File: src/rtl/orion_merge_n_pkg.sv
`default_nettype none
// +----------------------------------------------------------------------------+
// | orion_merge_pkg                                                            |
// | Shared types and helpers for the orion merge / round-robin arbiter blocks. |
// | Revision: 1.0                                                              |
// +----------------------------------------------------------------------------+
package orion_merge_pkg;

   typedef enum logic [0:0] {
      IDLE = 1'b0,
      SEND = 1'b1
   } state_t;

   // Index width that never collapses to zero bits.
   function automatic int idx_width(input int n);
      return (n > 1) ? $clog2(n) : 1;
   endfunction

   // Two-phase channel holds a token when request and acknowledge phases differ.
   function automatic logic tok(input logic req, input logic ack);
      return req ^ ack;
   endfunction

endpackage
`default_nettype wire

File: src/rtl/orion_merge_n_rr_arbiter.sv
`default_nettype none
// +----------------------------------------------------------------------------+
// | orion_rr_arbiter                                                           |
// | Combinational round-robin pick: first request at or after ptr, wrapping.   |
// | Revision: 1.0                                                              |
// +----------------------------------------------------------------------------+
module orion_rr_arbiter
   import orion_merge_pkg::*;
#(
   parameter int NUM_IN = 2
) (
   input  logic [NUM_IN-1:0]            req,
   input  logic [idx_width(NUM_IN)-1:0] ptr,
   output logic [NUM_IN-1:0]            grant,
   output logic [idx_width(NUM_IN)-1:0] idx,
   output logic                         valid
);

   localparam int IDX_W = idx_width(NUM_IN);

   int               cand;
   logic [IDX_W-1:0] c_idx;

   // Scan offsets from farthest to nearest so the nearest request overwrites.
   always_comb begin
      grant = '0;
      idx   = '0;
      valid = 1'b0;
      cand  = 0;
      c_idx = '0;
      for (int k = NUM_IN - 1; k >= 0; k--) begin
         cand = int'(ptr) + k;
         if (cand >= NUM_IN) begin
            cand = cand - NUM_IN;
         end
         c_idx = IDX_W'(cand);
         if (req[c_idx]) begin
            grant        = '0;
            grant[c_idx] = 1'b1;
            idx          = c_idx;
            valid        = 1'b1;
         end
      end
   end

endmodule
`default_nettype wire

File: src/rtl/orion_merge_n.sv
`default_nettype none
// +----------------------------------------------------------------------------+
// | orion_merge_n                                                              |
// | Clocked N-input two-phase bundled-data merge with round-robin arbitration. |
// | Optional ORION_MERGE_N_SYNC_EN: 2-flop synchronisers on in_req / out_ack.  |
// | Revision: 1.0                                                              |
// +----------------------------------------------------------------------------+
module orion_merge_n
   import orion_merge_pkg::*;
#(
   parameter int                NUM_IN       = 2,
   parameter int                WIDTH        = 1,
   parameter logic [NUM_IN-1:0] IN_ACK_INIT  = '0,
   parameter logic              OUT_REQ_INIT = 1'b0
) (
   input  logic                         clk,
   input  logic                         reset,
   input  logic [NUM_IN-1:0]            in_req,
   output logic [NUM_IN-1:0]            in_ack,
   input  logic [NUM_IN*WIDTH-1:0]      in_data,
   output logic                         out_req,
   input  logic                         out_ack,
   output logic [WIDTH-1:0]             out_data,
   output logic [idx_width(NUM_IN)-1:0] grant_idx,
   output logic                         busy
);

   localparam int IDX_W = idx_width(NUM_IN);

   logic [NUM_IN-1:0] req_s;
   logic              ack_s;
   logic [NUM_IN-1:0] token;
   logic              bubble;
   logic [NUM_IN-1:0] arb_grant;
   logic [IDX_W-1:0]  arb_idx;
   logic              arb_valid;
   logic [IDX_W-1:0]  rr_ptr;
   logic [IDX_W-1:0]  ptr_nxt;
   logic [NUM_IN-1:0] rel_mask;
   logic [WIDTH-1:0]  sel_data;
   logic              do_grant;
   logic              do_release;
   state_t            state;
   state_t            state_nxt;

`ifdef ORION_MERGE_N_SYNC_EN
   logic [NUM_IN-1:0] req_m;
   logic              ack_m;

   always_ff @(posedge clk) begin
      if (reset) begin
         req_m <= IN_ACK_INIT;
         req_s <= IN_ACK_INIT;
         ack_m <= OUT_REQ_INIT;
         ack_s <= OUT_REQ_INIT;
      end else begin
         req_m <= in_req;
         req_s <= req_m;
         ack_m <= out_ack;
         ack_s <= ack_m;
      end
   end
`else
   assign req_s = in_req;
   assign ack_s = out_ack;
`endif

   for (genvar i = 0; i < NUM_IN; i++) begin : g_tok
      assign token[i] = tok(req_s[i], in_ack[i]);
   end

   assign bubble = ~tok(ack_s, out_req);

   orion_rr_arbiter #(
      .NUM_IN (NUM_IN)
   ) u_arb (
      .req   (token),
      .ptr   (rr_ptr),
      .grant (arb_grant),
      .idx   (arb_idx),
      .valid (arb_valid)
   );

   // One-hot AND-OR mux: only the granted channel can reach out_data.
   always_comb begin
      sel_data = '0;
      for (int i = 0; i < NUM_IN; i++) begin
         if (arb_grant[i]) begin
            sel_data = sel_data | in_data[i*WIDTH +: WIDTH];
         end
      end
   end

   assign ptr_nxt  = (grant_idx == IDX_W'(NUM_IN - 1)) ? '0 : grant_idx + 1'b1;
   assign rel_mask = {{(NUM_IN-1){1'b0}}, 1'b1} << grant_idx;

   always_ff @(posedge clk) begin
      if (reset) begin
         state <= IDLE;
      end else begin
         state <= state_nxt;
      end
   end

   always_comb begin
      state_nxt = state;
      case (state)
         IDLE:    if (arb_valid && bubble) state_nxt = SEND;
         SEND:    if (bubble)              state_nxt = IDLE;
         default: state_nxt = IDLE;
      endcase
   end

   always_comb begin
      busy       = (state == SEND);
      do_grant   = (state == IDLE) && arb_valid && bubble;
      do_release = (state == SEND) && bubble;
   end

   always_ff @(posedge clk) begin
      if (reset) begin
         in_ack    <= IN_ACK_INIT;
         out_req   <= OUT_REQ_INIT;
         out_data  <= '0;
         grant_idx <= '0;
         rr_ptr    <= '0;
      end else begin
         if (do_grant) begin
            out_data  <= sel_data;
            out_req   <= ~out_req;
            grant_idx <= arb_idx;
         end
         // Acknowledge the input only once the output token has been consumed.
         if (do_release) begin
            in_ack <= in_ack ^ rel_mask;
            rr_ptr <= ptr_nxt;
         end
      end
   end

endmodule
`default_nettype wire

File: config.mk
export PLATFORM = sky130hd
export DESIGN_NAME = orion_merge_n
export DESIGN_NICKNAME = d
export VERILOG_FILES = /design/src/rtl/orion_merge_n_pkg.sv /design/src/rtl/orion_merge_n_rr_arbiter.sv /design/src/rtl/orion_merge_n.sv
export SDC_FILE = /design/constraint.sdc
export NUM_CORES = 1
export LEC_CHECK = 0
export ABC_AREA = 1
export CORE_AREA = 2 2 39 41
export DETAILED_ROUTE_END_ITERATION = 7
export DIE_AREA = 0 0 41 43
export PLACE_DENSITY = 0.6
export SLEW_MARGIN = 40
export SYNTH_ARGS = -nofsm -noshare
export SYNTH_HDL_FRONTEND = slang
export SYNTH_HIERARCHICAL = 1
export SYNTH_SLANG_ARGS = --single-unit
File: constraint.sdc
create_clock -name clk -period 1.45 [get_ports clk]
set_input_delay 0.3625 -clock clk [delete_from_list [all_inputs] [get_ports clk]]
set_output_delay 0.3625 -clock clk [all_outputs]
set_load 0.02 [all_outputs]
==> impl_results.md <==
- RR Endpoint: grant_idx
- Rows: 14
- Worst slew pin tran: ~0.26 ns
- Ports: 13
- Slowest-stage cell, CP: clkdlybuf4s50_1
- CP Data Arrival Time: 1.57 ns
- All-layer global routing usage: 0.141
- Sequential cell area: 140 um^2
- Initial antenna violation count: 0
- Layout Nets: 87
- Clk sink count: 7
- P_leak: 0.000287 uW
- Critical path peak fanout: 4
- H-Tree Depth: 1
- CP Capture Type: register
- Yosys reg bits: 7
- CP peak stage delay: just over 0.4 ns
- Grt ovf: 0
- Setup bufs post-CTS: 0
- Post-synth EDFFs: 0
- Clk pin slew, worst setup/hold paths: 0.06 ns
- Final setup violation count: 0
- Worst Reg-to-Reg Cells: 8
- WHS Path Cells: 2
- Detailed Routing Iterations Pass 1: 3
- RSZ-0062 raised after global routing: yes
- Synth area leaders: dfxtp_1, nand2_1, a21oi_1
- Final HPWL DP: approximately 710 um
- Crit share post-route: 0.959
- Worst skew pair latency: 0.26 ns
- CP Class: in -> reg
- Area delta synth->final: 48.6%
- Leading cell type by number of instances after synthesis: nand2_1
- Largest delay share family, worst path: buffers and inverters
- Max-cap violation count: 0
- Reg2reg start: in_ack[0]
- Share of the synthesized area in the top cell type: 0.349
- Critical Path RT: roughly 1.6 ns
- Share of cells above drive strength 1: 0.203
- FMAX: between 700 and 800 MHz
- CP Cell Sequence: clkdlybuf4s50_1 -> xor2_1 -> or2_1 -> inv_1 -> nor2_4 -> nand2_4 -> nand2_1 -> a21oi_1
- Min Clock Period, post-route: 1.39 ns
- Rel. slew slack: 0.828
- Setup TNS: 0 ns
- Starting Density: 0.290
- Crit path launch type: input pin
- Mean post-synth cell area: just under 7 um^2
- Multi-input gate area: 235 um^2
- Post-synthesis adder-cell area fraction: 0
- Die area: about 0.0018 mm^2
- Max clock buf depth: 2
- Sequential share of the synthesized area: 0.349
- Fill count: 154
- Synth Flop Type: dfxtp_1
- Root Buffer: clkbuf_4
- Synth cell count leaders: nand2_1, a21oi_1, dfxtp_1, nand3_1, inv_1
- Synth Instances: 59
- Via count: 430
- Hold Path Class: reg -> reg
- Final ANT Viol Nets: 0
- Hold_sp: out_data
- Post-Route WL: approximately 1000 um
- Run status: completed
- Largest family of logic cells by synthesized area: simple AND/OR/NAND/NOR gates
- IO Port Bufs: 12
- Pwr dens: 986 mW/mm^2
- Ys async rst share: 0
- Mux cell area share after synthesis: 0
- Final hold vios: 0
- Post-synth net total: 66
- R2R Setup Slk: 0.16 ns
- DRT iter0 DRCs: 9
- Post-synthesis simple-gate area fraction: 0.424
- Synth Area in XOR/XNOR: 0.0436
- Peak supply drop: 0.357 mV
- Core Region: 0.00138 mm^2
- Diodes inserted: 0
- DRC Markers: 0
- Global-route wire length before repair: between 1.5 and 2 mm
- Mapped Area: 402 um^2
- Min-Delay Endpoint: out_data
- Largest net degree at the start of global routing: 8
- CTS buffer count: 3
- Dominant cell type by area after synthesis: dfxtp_1
- Hold WS: ~0.46 ns
- Slew Viols, Final: 0
- Post-DR wirelength/cell: 10.5 um
- Die Ht: 43 um
- Die W: 41 um
- WP buf/inv: 2
- Vias per inst: 4.53
- Post-synthesis compound-gate area fraction: 0.0997
- CTS tree: built
- Final setup skew: between 0.003 and 0.004 ns
- GPL Wtd Cong: 0.734
- Vias in the first global route: 383
- Count of cell types in the netlist: 13
- Yosys warns: 6
-- logic make-up after synthesis --
kind of cell	after synthesis
flops	7
xor+xnor	2
simple gates	34
buf+inv	8
compound gates	8
-- where the power goes --
part / switching, uW / internal (uW)
clock: 79.8 / 106
combinational: 107 / 78.6
sequential: 8.85 / 209
total: 196 / 393
-- state kept, by name, summed over array words and instances (netlist names) --
register,count
out_req,1
rr_ptr,1
out_data,1
grant_idx,1
in_ack,2
busy,1
-- layout by cell type, fill, tap and decap left out --
cell / Yosys / final
nand2_1: 21 / 21
a21oi_1: 8 / 8
nand3_1: 7 / 7
dfxtp_1: 7 / 7
dlygate4sd2_1: 0 / 7
inv_1: 5 / 5
clkdlybuf4s50_1: 0 / 5
buf_4: 1 / 5
clkbuf_4: 0 / 3
inv_2: 2 / 2
nand2_4: 2 / 2
xor2_2: 0 / 1
xor2_1: 2 / 1
nand2_2: 1 / 1
nor2_4: 1 / 1
nand3_2: 1 / 1
clkbuf_1: 0 / 1
or2_1: 1 / 1
-- worst max path at each step --
stage                     cells after the start         to  slack [ns]      start
after floorplan                               8   out_data        0.13  in_ack[1]
after global placement                        7    out_req       -0.28  in_req[1]
after detailed placement                      7  grant_idx       -0.29  in_req[1]
after CTS                                     7  grant_idx        0.02  in_req[0]
after global routing                          7  grant_idx      -0.008  in_req[0]
final                                         8  grant_idx        0.06  in_req[0]
-- worst register-to-register path: cells and delay by family, from the launching register on --
family | cells | cell delay (ns)
AO/OA/AOI/OAI | 1 | 0.14
AND/OR/NAND/NOR | 4 | 0.40
buffers and inverters | 2 | 0.23
XOR/XNOR | 1 | 0.14
flip-flops | 1 | 0.30
-- per-stage QoR --
stage          instance area (um^2)   util  power (uW)  worst slack, ns  cells
2_1_floorplan                   402      -         340            0.127     59
3_3_place_gp                    572  0.413         416           -0.280     91
3_5_place_dp                    572  0.413         417           -0.287     91
4_1_cts                         597  0.431         598           0.0212     95
5_1_grt                         597  0.431         633         -0.00818     95
6_report                        597  0.431         589           0.0594     95
-- what timing repair did --
item,4_1_cts,5_1_grt
gates resized for setup,8,0
endpoints found under the hold margin,0,0
pin swaps,3,2
endpoints found under the setup margin,10,4
hold buffers,0,0
-- layer usage --
layer	part of all wire	track usage
met4	0.036	0.100
met2	0.49	0.213
met5	0	0
met1	0.43	0.145
met3	0.039	0.0628
-- area by class of cell --
class / instances / share of cell area
Timing Repair Buffer: 17 / 0.249
Tap cell: 16 / 0.0335
Inverter: 7 / 0.0440
Sequential cell: 7 / 0.235
Multi-Input combinational cell: 44 / 0.394
Clock buffer: 4 / 0.0440
(Power assumes the default switching activity.)
